[src/rtl/npc_pkg.sv]
// Shared types for the next-PC fetch unit: FSM states, next-PC source select
// and the default reset vector.
package npc_pkg;

  typedef enum logic [1:0] {
    S_IDLE  = 2'd0,
    S_FETCH = 2'd1,
    S_VALID = 2'd2
  } fetchState_e;

  typedef enum logic [1:0] {
    SEL_SEQ = 2'd0,
    SEL_BR  = 2'd1,
    SEL_J   = 2'd2,
    SEL_JR  = 2'd3
  } npcSel_e;

  localparam logic [31:0] DEFAULT_RESET_PC = 32'h0040_0000;

  function automatic logic [31:0] wordAlign(input logic [31:0] addr);
    return {addr[31:2], 2'b00};
  endfunction

endpackage

[src/rtl/npc_fetch_if.sv]
// Instruction-memory read port: a request/address pair answered by an ack
// carrying the instruction word.
interface npc_fetch_if;
  logic        imem_req;
  logic [31:0] imem_addr;
  logic        imem_ack;
  logic [31:0] imem_rdata;

  modport master (
    output imem_req,
    output imem_addr,
    input  imem_ack,
    input  imem_rdata
  );

  modport slave (
    input  imem_req,
    input  imem_addr,
    output imem_ack,
    output imem_rdata
  );
endinterface

[src/rtl/npc_calc.sv]
// Purely combinational next-PC selection: jr > j/jal > taken branch > pc+4,
// plus detection of a misaligned register target.
module npc_calc
  import npc_pkg::*;
(
  input  logic        [31:0] pc,
  input  logic               br_valid,
  input  logic               br_taken,
  input  logic signed [31:0] br_off,
  input  logic               jmp_valid,
  input  logic        [25:0] jmp_index,
  input  logic               jr_valid,
  input  logic        [31:0] jr_addr,
  output logic        [31:0] nextPc,
  output npcSel_e            sel,
  output logic               misalign
);

  function automatic logic [31:0] addWrap(input logic [31:0] a,
                                          input logic signed [31:0] b);
    logic signed [31:0] sum;
    sum = $signed(a) + b;
    return $unsigned(sum);
  endfunction

  logic [31:0] pcPlus4;
  logic [31:0] brTarget;
  logic [31:0] jTarget;

  assign pcPlus4  = addWrap(pc, 32'sd4);
  assign brTarget = addWrap(pcPlus4, br_off);
  assign jTarget  = {pcPlus4[31:28], jmp_index, 2'b00};
  assign misalign = jr_valid && (jr_addr[1:0] != 2'b00);

  always_comb begin
    sel    = SEL_SEQ;
    nextPc = pcPlus4;
    if (jr_valid) begin
      sel    = SEL_JR;
      nextPc = wordAlign(jr_addr);
    end else if (jmp_valid) begin
      sel    = SEL_J;
      nextPc = jTarget;
    end else if (br_valid && br_taken) begin
      sel    = SEL_BR;
      nextPc = brTarget;
    end
  end

endmodule

[src/rtl/npc_fetch.sv]
// Fetch unit: holds pc, issues one instruction-memory read per instruction and
// advances pc from the redirect inputs when the held instruction is consumed.
module npc_fetch
  import npc_pkg::*;
#(
  parameter logic [31:0] RESET_PC = DEFAULT_RESET_PC
) (
  input  logic               clk,
  input  logic               rst_n,
  input  logic               br_valid,
  input  logic               br_taken,
  input  logic signed [31:0] br_off,
  input  logic               jmp_valid,
  input  logic        [25:0] jmp_index,
  input  logic               jr_valid,
  input  logic        [31:0] jr_addr,
  input  logic               stall,
  npc_fetch_if.master        imem,
  output logic               inst_valid,
  output logic        [31:0] inst,
  output logic        [31:0] pc,
  output logic        [31:0] pc_plus4,
  output logic               misalign_err
);

  fetchState_e state, stateNext;
  logic        idleSeen;
  logic [31:0] pcReg;
  logic [31:0] instReg;
  logic        misalignReg;
  logic [31:0] nextPc;
  npcSel_e     sel;
  logic        misalign;
  logic        consume;
  logic        capture;

  npc_calc u_calc (
    .pc        (pcReg),
    .br_valid  (br_valid),
    .br_taken  (br_taken),
    .br_off    (br_off),
    .jmp_valid (jmp_valid),
    .jmp_index (jmp_index),
    .jr_valid  (jr_valid),
    .jr_addr   (jr_addr),
    .nextPc    (nextPc),
    .sel       (sel),
    .misalign  (misalign)
  );

  assign consume = (state == S_VALID) && !stall;
  assign capture = (state == S_FETCH) && imem.imem_ack;

  always_comb begin
    stateNext = state;
    case (state)
      S_IDLE:  if (idleSeen) stateNext = S_FETCH;
      S_FETCH: if (imem.imem_ack) stateNext = S_VALID;
      S_VALID: if (!stall) stateNext = S_FETCH;
      default: stateNext = S_IDLE;
    endcase
  end

  // idleSeen stretches S_IDLE to one full cycle after reset release.
  always_ff @(posedge clk or negedge rst_n) begin
    if (!rst_n) begin
      state       <= S_IDLE;
      idleSeen    <= 1'b0;
      pcReg       <= RESET_PC;
      instReg     <= '0;
      misalignReg <= 1'b0;
    end else begin
      state       <= stateNext;
      idleSeen    <= (state == S_IDLE);
      misalignReg <= consume && (sel == SEL_JR) && misalign;
      if (consume) pcReg <= nextPc;
      if (capture) instReg <= imem.imem_rdata;
    end
  end

  assign imem.imem_req  = (state == S_FETCH);
  assign imem.imem_addr = pcReg;
  assign inst_valid     = (state == S_VALID);
  assign inst           = instReg;
  assign pc             = pcReg;
  assign pc_plus4       = pcReg + 32'd4;
  assign misalign_err   = misalignReg;

endmodule

[src/flat_wrapper.sv]
// flat-port wrapper written by rule: the top's interface ports become plain ports
module npc_fetch_flat import npc_pkg::*;
#(
  parameter logic [31:0] RESET_PC = DEFAULT_RESET_PC
)
  (clk, rst_n, br_valid, br_taken, br_off, jmp_valid, jmp_index, jr_valid, jr_addr, stall, inst_valid, inst, pc, pc_plus4, misalign_err, imem_imem_req, imem_imem_addr, imem_imem_ack, imem_imem_rdata);
  npc_fetch_if imem_i ();
  input  logic clk;
  input  logic rst_n;
  input  logic br_valid;
  input  logic br_taken;
  input  logic signed [31:0] br_off;
  input  logic jmp_valid;
  input  logic        [25:0] jmp_index;
  input  logic jr_valid;
  input  logic        [31:0] jr_addr;
  input  logic stall;
  output logic inst_valid;
  output logic        [31:0] inst;
  output logic        [31:0] pc;
  output logic        [31:0] pc_plus4;
  output logic misalign_err;
  output wire logic [$bits(imem_i.imem_req)-1:0] imem_imem_req;
  output wire logic [$bits(imem_i.imem_addr)-1:0] imem_imem_addr;
  input wire logic [$bits(imem_i.imem_ack)-1:0] imem_imem_ack;
  input wire logic [$bits(imem_i.imem_rdata)-1:0] imem_imem_rdata;
  assign imem_imem_req = imem_i.imem_req;
  assign imem_imem_addr = imem_i.imem_addr;
  assign imem_i.imem_ack = imem_imem_ack;
  assign imem_i.imem_rdata = imem_imem_rdata;
  npc_fetch #(.RESET_PC(RESET_PC)) u_core (.clk(clk), .rst_n(rst_n), .br_valid(br_valid), .br_taken(br_taken), .br_off(br_off), .jmp_valid(jmp_valid), .jmp_index(jmp_index), .jr_valid(jr_valid), .jr_addr(jr_addr), .stall(stall), .imem(imem_i), .inst_valid(inst_valid), .inst(inst), .pc(pc), .pc_plus4(pc_plus4), .misalign_err(misalign_err));
endmodule
[config.mk]
export PLATFORM = sky130hd
export DESIGN_NAME = npc_fetch_flat
export DESIGN_NICKNAME = d
export VERILOG_FILES = /design/src/rtl/npc_pkg.sv /design/src/rtl/npc_fetch_if.sv /design/src/rtl/npc_calc.sv /design/src/rtl/npc_fetch.sv /design/src/flat_wrapper.sv
export SDC_FILE = /design/constraint.sdc
export NUM_CORES = 1
export LEC_CHECK = 0
export ABC_AREA = 1
export CORE_UTILIZATION = 48
export DETAILED_ROUTE_END_ITERATION = 8
export PLACE_DENSITY = 0.93
export SLEW_MARGIN = 40
export SYNTH_ARGS = -nofsm -noshare
export SYNTH_HDL_FRONTEND = slang
export SYNTH_HIERARCHICAL = 1
export SYNTH_SLANG_ARGS = --single-unit
[constraint.sdc]
create_clock -name clk -period 3.35 [get_ports clk]
set_input_delay 0.67 -clock clk [delete_from_list [all_inputs] [get_ports clk]]
set_output_delay 0.67 -clock clk [all_outputs]
set_load 0.005 [all_outputs]
==> metrics.yaml <==
status:
  status: "finished clean"
clock_tree:
  clk_latency_ns: 0.34
  h-tree-depth: 3
  cts_inserted_buffers: 9
  clock-sinks: 68
  cts.reportedPaths.clkPinSlew_ns: 0.06
  cts-root-buf: "clkbuf_16"
  postCtsHoldBufs: 0
  tritoncts: "yes"
  cts_buffer_depth: 2
detailed_routing:
  vias: 10600
  ant_nets: 0
  wl_per_cell_um: 16.7
  remaining_drc_errors: 0
  drt_iter0_drc: 1195
  avgViaCountPerCell: 5.51
  wl_mm: 32.1
  dr.pass1.iters: 6
sta:
  post-route-period-util_pct: 97.2
  finalSetupViolCount: 0
  period_needed_ns: 3.26
  setup_ws_ns: 0.0933
  skew_ns: 0.00815
  finalHoldViolCount: 0
  drv_slew: 0
  worst_pin_slew_ns: 0.725
  setup-tns-final_ns: 0
  slew-limit-headroom_pct: 51.7
  max_freq_ghz: 0.307
power_and_ir_drop:
  irDropWorstVdd_v: 0.000560
  internal-power_mw: 5.01
  p_sw_mw: 4.56
  p_leak_nw: 6.02
  power.density_nw_per_um2: 821
  combPwrFrac_pct: 71.0
  clockPowerShare_pct: 12.1
  swShare_pct: 47.7
  power_frac_seq_pct: 17.0
grt:
  antenna_found_initial: 0
  grt_usage_pct: 35.7
  grt.overflow.total: 0
  grt_max_degree: 43
  grt_pass1_wl_mm: 49.5
  grt_pass1_vias: 9641
die:
  dieHeight_um: 133
  ios: 261
  fp-row-count: 47
  die_x_um: 133
  initial_core_util_pct: 49.5
  core_sq_um: 16600
  die_area_sq_um: 17700
final_layout:
  stdcell_area_sq_um: 11600
  n_antenna_cell: 0
  synthToLayoutAreaGrowth_pct: 41.4
  fin_nets: 1864
  multiInputGateArea_sq_um: 5530
  fillCellCount: 1388
  drive_above_1_share_pct: 9.90
  regArea_sq_um: 1710
synth:
  synth_edf_count: 0
  avgSynthCellArea_sq_um: 5.76
  yosysWarningCount: 6
  ys_async_sr_fraction_pct: 100
  synthFlopType: "dfrtp_1"
  syn_nets: 1602
  yosysSeqAreaShare_pct: 20.7
  netlist_instances: 1430
  synth_area_sq_um: 8240
  synth-seq-cells: 68
  synth_cell_types: 43
hold_path:
  min_path_type: "primary input to async pin"
setup_path:
  start_kind: "flop"
  criticalPathCategory: "flop to flop"
  worst_ep_arrival_time_ns: 3.48
  crit_required_ns: 3.57
  path_max_fanout: 6
  cp-end-kind: "flop"
place:
  io_buffers: 260
  gp_congestion: 0.998
  preCtsSetupSlack_ns: 0.0395
  dp_hpwl_mm: 24.8
  dpl-instance-area_sq_um: 11100
run:
  max-cap-violations: 0
metrics by stage:
stage	hold slack, ns	power (mW)	utilization, %	cells
3_5_place_dp	0.458	8.00	66.5	1897
4_1_cts	0.405	9.22	68.7	1913
3_3_place_gp	0.453	7.89	66.5	1897
6_report	0.383	9.56	70.0	1917
2_1_floorplan	0.374	5.13	-	1430
5_1_grt	0.430	10.2	70.0	1917
layout by cell type (no fill, tap or decap), types with 2 or more instances in the layout:
| cell type | Yosys | final |
|---|---|---|
| inv_1 | 184 | 180 |
| nand3b_1 | 13 | 13 |
| or2_2 | 6 | 6 |
| o21ai_0 | 19 | 18 |
| ha_2 | 0 | 2 |
| xor2_2 | 0 | 2 |
| nand3_4 | 0 | 2 |
| o21bai_1 | 6 | 6 |
| and2_1 | 6 | 6 |
| clkbuf_8 | 3 | 2 |
| clkbuf_16 | 0 | 9 |
| nand2_2 | 4 | 11 |
| nand2_4 | 2 | 3 |
| xor2_1 | 27 | 25 |
| a21o_1 | 2 | 2 |
| a21oi_1 | 53 | 50 |
| nor2_1 | 142 | 129 |
| o21ai_1 | 2 | 3 |
| inv_2 | 4 | 8 |
| nand2_1 | 574 | 566 |
| dfrtp_1 | 67 | 59 |
| nor2_2 | 8 | 18 |
| a21oi_2 | 0 | 3 |
| nand4_1 | 8 | 8 |
| clkdlybuf4s50_1 | 0 | 259 |
| o211ai_1 | 2 | 2 |
| buf_6 | 2 | 3 |
| buf_4 | 34 | 55 |
| xnor2_1 | 8 | 8 |
| nor3_2 | 4 | 5 |
| ha_1 | 41 | 38 |
| nand3_2 | 3 | 2 |
| nand3_1 | 144 | 143 |
| dfrtp_2 | 0 | 8 |
| nor2_4 | 11 | 14 |
| nor3_1 | 10 | 7 |
| nor3_4 | 3 | 5 |
| bufinv_16 | 0 | 3 |
synth_stat cells, types with 8 or more instances:
| library cell | number | area share, % |
|---|---|---|
| ha_1 | 41 | 6.2 |
| inv_1 | 184 | 8.4 |
| xnor2_1 | 8 | 0.85 |
| nand4_1 | 8 | 0.61 |
| clkbuf_1 | 11 | 0.50 |
| nand3b_1 | 13 | 1.2 |
| nor2_1 | 142 | 6.5 |
| buf_4 | 34 | 3.1 |
| buf_2 | 12 | 0.73 |
| dfrtp_1 | 67 | 20 |
| nor3_1 | 10 | 0.61 |
| nor2_2 | 8 | 0.61 |
| a21oi_1 | 53 | 3.2 |
| nor2_4 | 11 | 1.5 |
| xor2_1 | 27 | 2.9 |
| nand3_1 | 144 | 8.8 |
| o21ai_0 | 19 | 1.2 |
| nand2_1 | 574 | 26 |
flip-flops by register name, summed over array words and instances (netlist names):
name	count
u_core/imem.imem_addr	32
u_core/inst	32
u_core/state	2
u_core/idleSeen	1
u_core/misalign_err	1
power groups by stage:
stage / clock network [mW] / logic (mW) / registers (mW)
final: 1.16 / 6.79 / 1.62
after global routing: 1.19 / 7.35 / 1.67
after CTS: 1.16 / 6.48 / 1.58
after detailed placement: 0 / 6.42 / 1.58
after global placement: 0 / 6.32 / 1.57
after floorplan: 0 / 3.41 / 1.72
routing by layer:
layer  vias up  GRT usage [%]  part of all wire, %
met3       125           6.13                   11
met5         -              0                    0
li1       4941              -                    -
met1      4800           45.5                   39
met4         0           15.5                  4.6
met2       696           59.0                   46
timing repair:
item                                   CTS  global route
endpoints found under the hold margin    0             0
buffers inserted                         0             4
gates resized for setup                  0            56
setup endpoints to repair                0            17
kinds of logic (layout without fill, tap and decap cells):
| kind of cell | count (synthesis) | after routing | synth area share, % |
|---|---|---|---|
| compound gates | 88 | 88 | 5.80 |
| simple gates | 941 | 941 | 49.1 |
| buf+inv | 256 | 523 | 14.2 |
| flops | 68 | 68 | 20.7 |
| fa+ha+maj | 42 | 42 | 6.47 |
| xor+xnor | 35 | 35 | 3.72 |
path summary, 6_finish.rpt:
| path | end | depth (start not counted) | slack, ns | start |
|---|---|---|---|---|
| worst max-delay path | u_core/imem.imem_addr[11]$_DFFE_PN0P_ | 18 | 0.09 | u_core/imem.imem_addr[3]$_DFFE_PN0P_ |
| max in group asynchronous | u_core/imem.imem_addr[22]$_DFFE_PN1P_ | 2 | 2.24 | rst_n |
| worst min-delay path | u_core/inst[8]$_DFFE_PN0P_ | 1 | 0.38 | rst_n |
| min in group clk | u_core/inst[29]$_DFFE_PN0P_ | 2 | 0.47 | u_core/inst[29]$_DFFE_PN0P_ |
| worst max register to register | u_core/imem.imem_addr[11]$_DFFE_PN0P_ | 18 | 0.09 | u_core/imem.imem_addr[3]$_DFFE_PN0P_ |
| worst min register to register | u_core/inst[29]$_DFFE_PN0P_ | 2 | 0.47 | u_core/inst[29]$_DFFE_PN0P_ |
worst max-delay path, stage by stage (launching register included):
cell      delay, ns
dfrtp_1        0.41
buf_6          0.16
nand3_4        0.13
inv_1          0.17
nand2_2        0.11
xor2_1         0.34
ha_1           0.35
nand2_1        0.11
inv_1          0.06
nand2_1        0.06
nand2_1        0.06
nand3b_1       0.31
or2_2          0.36
nand3_1        0.07
nand3_1        0.08
nand2_1        0.13
nand2_1        0.07
nand3_1        0.09
nand2_1        0.07
cell type report:
class | instances | share of cell area (%)
clock buffers | 11 | 2.17
repair buffers | 319 | 26.3
flip-flops and latches | 68 | 14.7
inverters | 188 | 6.06
clock inverters | 5 | 0.913
well taps | 220 | 2.36
multi-input cells | 1106 | 47.5
Note: power is estimated with default switching activity, not from simulation.
